$ cat config.mk
export PLATFORM = sky130hd
export DESIGN_NAME = sat_counter
export DESIGN_NICKNAME = d
export VERILOG_FILES = /design/src/rtl/prbs_checker_sat_counter.sv
export SDC_FILE = /design/constraint.sdc
export NUM_CORES = 1
export LEC_CHECK = 0
export CAP_MARGIN = 10
export CORE_MARGIN = 1
export CORE_UTILIZATION = 47
export CTS_CLUSTER_DIAMETER = 50
export DETAILED_ROUTE_END_ITERATION = 7
export PLACE_DENSITY = 0.77
export RECOVER_POWER = 50
export SETUP_SLACK_MARGIN = 0.02
export SYNTH_ARGS = -nofsm -noshare
export SYNTH_HDL_FRONTEND = slang
export SYNTH_SLANG_ARGS = --single-unit
$ cat constraint.sdc
create_clock -name clk -period 2.07 [get_ports clk]
set_input_delay 0.207 -clock clk [delete_from_list [all_inputs] [get_ports clk]]
set_output_delay 0.207 -clock clk [all_outputs]
set_load 0.01 [all_outputs]
$ cat src/rtl/prbs_checker_sat_counter.sv
// sat_counter: saturating event counter with synchronous clear that still counts the same-cycle event
module sat_counter #(
    parameter int CNT_W = 16
) (
    input  logic             clk,
    input  logic             reset_n,
    input  logic             clr_i,
    input  logic             inc_i,
    output logic [CNT_W-1:0] cnt_o
);

    logic [CNT_W-1:0] cnt_q;
    logic [CNT_W-1:0] base;
    logic [CNT_W-1:0] cnt_d;

    // Clear first, then add this cycle's event unless already at full scale
    always_comb begin
        base  = clr_i ? '0 : cnt_q;
        cnt_d = (inc_i && base != '1) ? base + CNT_W'(1) : base;
    end

    // Counter register
    always_ff @(posedge clk) begin
        if (!reset_n) cnt_q <= '0;
        else          cnt_q <= cnt_d;
    end

    assign cnt_o = cnt_q;

endmodule

Word level (Yosys, flattened, before mapping)
Cells that the tools add are included.
{"block": "op_classes", "add_sub_neg": 1, "n_mul": 0, "n_div": 0, "order_cmp": 0, "n_eq_ne": 1, "shift": 0, "n_mux": 2, "bitwise_logic": 0, "reduce_logical": 1}
{"operator": "16-bit 2-to-1 mux", "n": 2}
{"operator": "16-bit by 1-bit adder with 16-bit output (second input constant)", "n": 1}
{"operator": "16-bit inequality test (second input constant)", "n": 1}
{"operator": "1-bit logical AND", "n": 1}
{"block": "totals", "reg_bits": 16, "latch_bits": 0, "mem_bits_rw": 0, "mem_bits_ro": 0, "inputBits": 4, "wordCells": 6, "n_memories": 0}

Longest topological paths before layout
{"block": "logic_depth", "word_depth": 4, "ltp_mapped": 5, "depth_no_buf": 4}

Worst setup path after synthesis
Ideal clock, no wire load.
{"block": "synth_timing", "path_type": "reg2reg", "startpoint": "register cnt_q[8] (netlist: cnt_o[8])", "endpoint": "register cnt_q[14] (netlist: cnt_o[14])", "arrival_ns": 1.691, "t_required_ns": 1.998, "slack_ns": 0.307, "path_stages_with_launch": 5, "path_buffers": 0, "synth_period_minus_slack_ns": 1.763, "cell_sequence": "dfxtp_1 nand4_1 or4_1 o311ai_1 mux2i_1"}
{"block": "synth_via", "elab_chain_len": 4, "elab_cells_between_ends": 5, "cone_classes": "add/sub (1); eq/ne (1); mux (2); reduce/logical (1)"}
{"item": "start: declaration", "line": "12", "text": "logic [CNT_W-1:0] cnt_q;"}
{"item": "start signal: assignment", "line": "25", "text": "else cnt_q <= cnt_d;"}
{"item": "16-bit 2-to-1 mux *", "line": "18", "text": "base = clr_i ? '0 : cnt_q;"}
{"item": "parallel branches: the longest is 2 deep, another holds 16-bit by 1-bit adder with 16-bit output"}
{"item": "16-bit 2-to-1 mux *", "line": "19", "text": "cnt_d = (inc_i && base != '1) ? base + CNT_W'(1) : base;"}
Every way passes the cells marked *.
A chain may end at the register's enable or synchronous reset.

Final worst setup path
{"block": "layout_timing", "startpoint": "input clr_i", "endpoint": "register cnt_q[10] (netlist: cnt_o[10])"}
{"block": "layout_via", "elab_chain_len": 4, "elab_cells_between_ends": 5, "cone_classes": "add/sub (1); eq/ne (1); mux (2); reduce/logical (1)"}
{"item": "start: declaration", "line": "7", "text": "input logic clr_i,"}
{"item": "16-bit 2-to-1 mux *", "line": "18"}
{"item": "parallel branches: the longest is 2 deep, another holds 16-bit by 1-bit adder with 16-bit output"}
{"item": "16-bit 2-to-1 mux *", "line": "19"}
Marks and branches as above.

==> impl_results.md <==
* Detail Route Antenna Nets at 0
* Initial antenna violation count at 0
* Buffers on Ports at 19
* Synth Net Count at 100
* H-tree Lvls at 1
* Clock skew at 0.00674 ns
* Hold Crit Class: flop to flop
* VDD IR max at 0.000390 V
* Fin nets at 139
* Max Clk Rate at 521 MHz
* Pre-CTS setup slack at -0.118 ns
* Ys Warns at 0
* Synth unique cells at 31
* First-pass GRT wire length at 3820 um
* Gr usage total at 27.5%
* Average wire per standard cell at 15.2 um
* Critical path class: input pin to flop
* Die area at 1910 um^2
* Critical Path Max Stage Delay at 0.61 ns
* Status: complete, but fails checks
* Root Driver: clkbuf_4
* Startpoint types: input pin
* Post-synth EDFFs at 0
* Largest net degree at the start of global routing at 12
* Max FFs per register at 16
* Worst-margin pin slew at 0.467 ns
* Synthesized instance count at 96
* CTS clock-pin slew for the worst setup and hold paths at 0.08 ns
* Ys flop type: dfxtp_1
* Reg area at 320 um^2
* CTS Buf Count at 3
* Clk Latency, worst-skew pair at 0.28 ns
* Final worst slack at 0.149 ns
* TritonCTS clock tree: built
* Hold_buf cts at 0
* Crit Path Max Fanout at 6
* Grt ovf at 0
* Post-synthesis sequential area ratio at 39.1%
* Syn Area/Cell at 8.52 um^2
* Min Tclk post-route at 1.92 ns
* Yosys reg bits at 16
* Placer Congestion at 0.845
* HPWL after detailed placement at 1730 um
* RSZ-0062 raised after global routing: false
* Starting Density at 52.5%
* Fin. max-slew vios at 0
* Die height at 43.7 um
* WL final at 2270 um
* Pre-antenna DRT Iters at 6
* P per Cell Area at 438 nW/um^2
* PnR Total Power at 0.514 mW
* Worst path slowest cell: or4_1
* Crit share post-route at 92.8%
* Post-CTS Setup Inserts at 0
* Vias at 915
* Post-CTS Resized at 0
* Worst EP arrival at 2.07 ns
* Iter 0 DRT Violations at 37
* Multi-input gate area at 478 um^2
* Final hold violation count at 0
* Req. time, crit path at 2.22 ns
* Worst path cell trace: clkdlybuf4s50_1, nand3b_4, or4_1, o311ai_0, o41ai_1
* Failing checks: DRC
* Die Wd at 43.7 um
* Num ports at 20
* Slew HR at 68.6%
* Final Cell Area at 1170 um^2
* Setup TNS at 0 ns
* Element type at the critical path end: flop
* Row count at 14
* DRC viols at 1
* Layout area overhead at 43.4%
* Asr flop ratio synth at 0%
* Synthesized area at 818 um^2
* Number of global-route vias before repair at 881
* Number of antenna repair diodes at 0
* CTS sink count at 16
* Layout cells sized above 1 at 17.3%
* Post-placement cell area at 1150 um^2
* Worst-case clock buffer depth at 2
* Vias/cell at 6.14
* FILL cells at 126
* Max Cap Viol at 0
* Core footprint at 1560 um^2
* Setup violators final at 0
* Lkg Pwr at 0.486 nW
-- cell usage after synthesis, types with 4 or more instances --
cell type  instances  area, um^2
nor4_1             6        37.5
nand2b_1           5        31.3
nand2_1            6        22.5
a21oi_1            5        25.0
nor3_1             4        20.0
nor2b_1            4        25.0
dfxtp_1           16         320
nand3_1            4        20.0
o21ai_0            6        30.0
-- cell type report --
type / count / area share [%]
multi-input combinational: 75 / 40.7
timing repair buffer: 37 / 27.7
sequential: 16 / 27.3
clock buffer: 3 / 1.92
tap: 16 / 1.71
inverter: 2 / 0.640
-- critical path: cells and delay by family --
| kind | cells | cell delay [ns] |
|---|---|---|
| buf+inv | 1 | 0.51 |
| simple gates | 2 | 0.81 |
| compound gates | 2 | 0.54 |
-- cell usage in the layout (no fill, tap or decap), types with 2 or more instances in the layout --
cell             netlist  routed
a31oi_1                3       3
o31ai_1                2       2
buf_4                  0      18
o311ai_0               2       2
nand3_1                4       4
nor2b_1                4       4
inv_1                  2       2
nand2b_1               5       5
nor3_1                 4       4
or3_1                  3       3
or4_1                  2       2
o41ai_1                2       2
o211ai_1               2       2
nand2_1                6       6
a21oi_1                5       5
mux2i_1                3       3
dfxtp_1               16      16
a211oi_1               2       2
nand4_1                3       3
dlygate4sd3_1          0      16
nor4_1                 6       6
o21ai_0                6       6
nor2_1                 3       3
clkdlybuf4s50_1        0       3
clkbuf_4               0       3
-- stage by stage --
stage / util, % / instances / hold slack (ns)
6_report: 75.3 / 149 / 0.498
5_1_grt: 75.3 / 149 / 0.549
2_1_floorplan: - / 96 / 0.307
4_1_cts: 75.3 / 149 / 0.510
3_5_place_dp: 73.8 / 146 / 0.485
3_3_place_gp: 73.8 / 146 / 0.481
-- power breakdown --
part / switching, mW / internal (mW) / total, mW / leakage (nW)
sequential: 0.00203 / 0.309 / 0.311 / 0.129
combinational: 0.0206 / 0.0205 / 0.0411 / 0.343
clock: 0.0937 / 0.0675 / 0.161 / 0.0138
total: 0.116 / 0.397 / 0.514 / 0.486
-- path summary, 6_finish.rpt --
| kind | slack, ns | end | start | depth (start not counted) |
|---|---|---|---|---|
| setup reg to reg | 0.19 | cnt_o[10] | cnt_o[4] | 4 |
| hold / removal | 0.50 | cnt_o[15] | cnt_o[15] | 1 |
| setup / recovery | 0.15 | cnt_o[10] | clr_i | 5 |
| hold reg to reg | 0.50 | cnt_o[15] | cnt_o[15] | 1 |
-- per-layer routing --
metal	GRT usage, %	routed length (um)	share of wire [%]
met1	35.7	1030	45
met2	40.9	1050	46
met3	5.00	122	5.4
met4	19.4	65	2.9
met5	0	0	0
-- kinds of logic after synthesis --
family	share of synthesized area, %
buf+inv	2.45
simple gates	33.9
compound gates	20.8
mux	3.67
flops	39.1
Power figures use the tool's default switching activity.
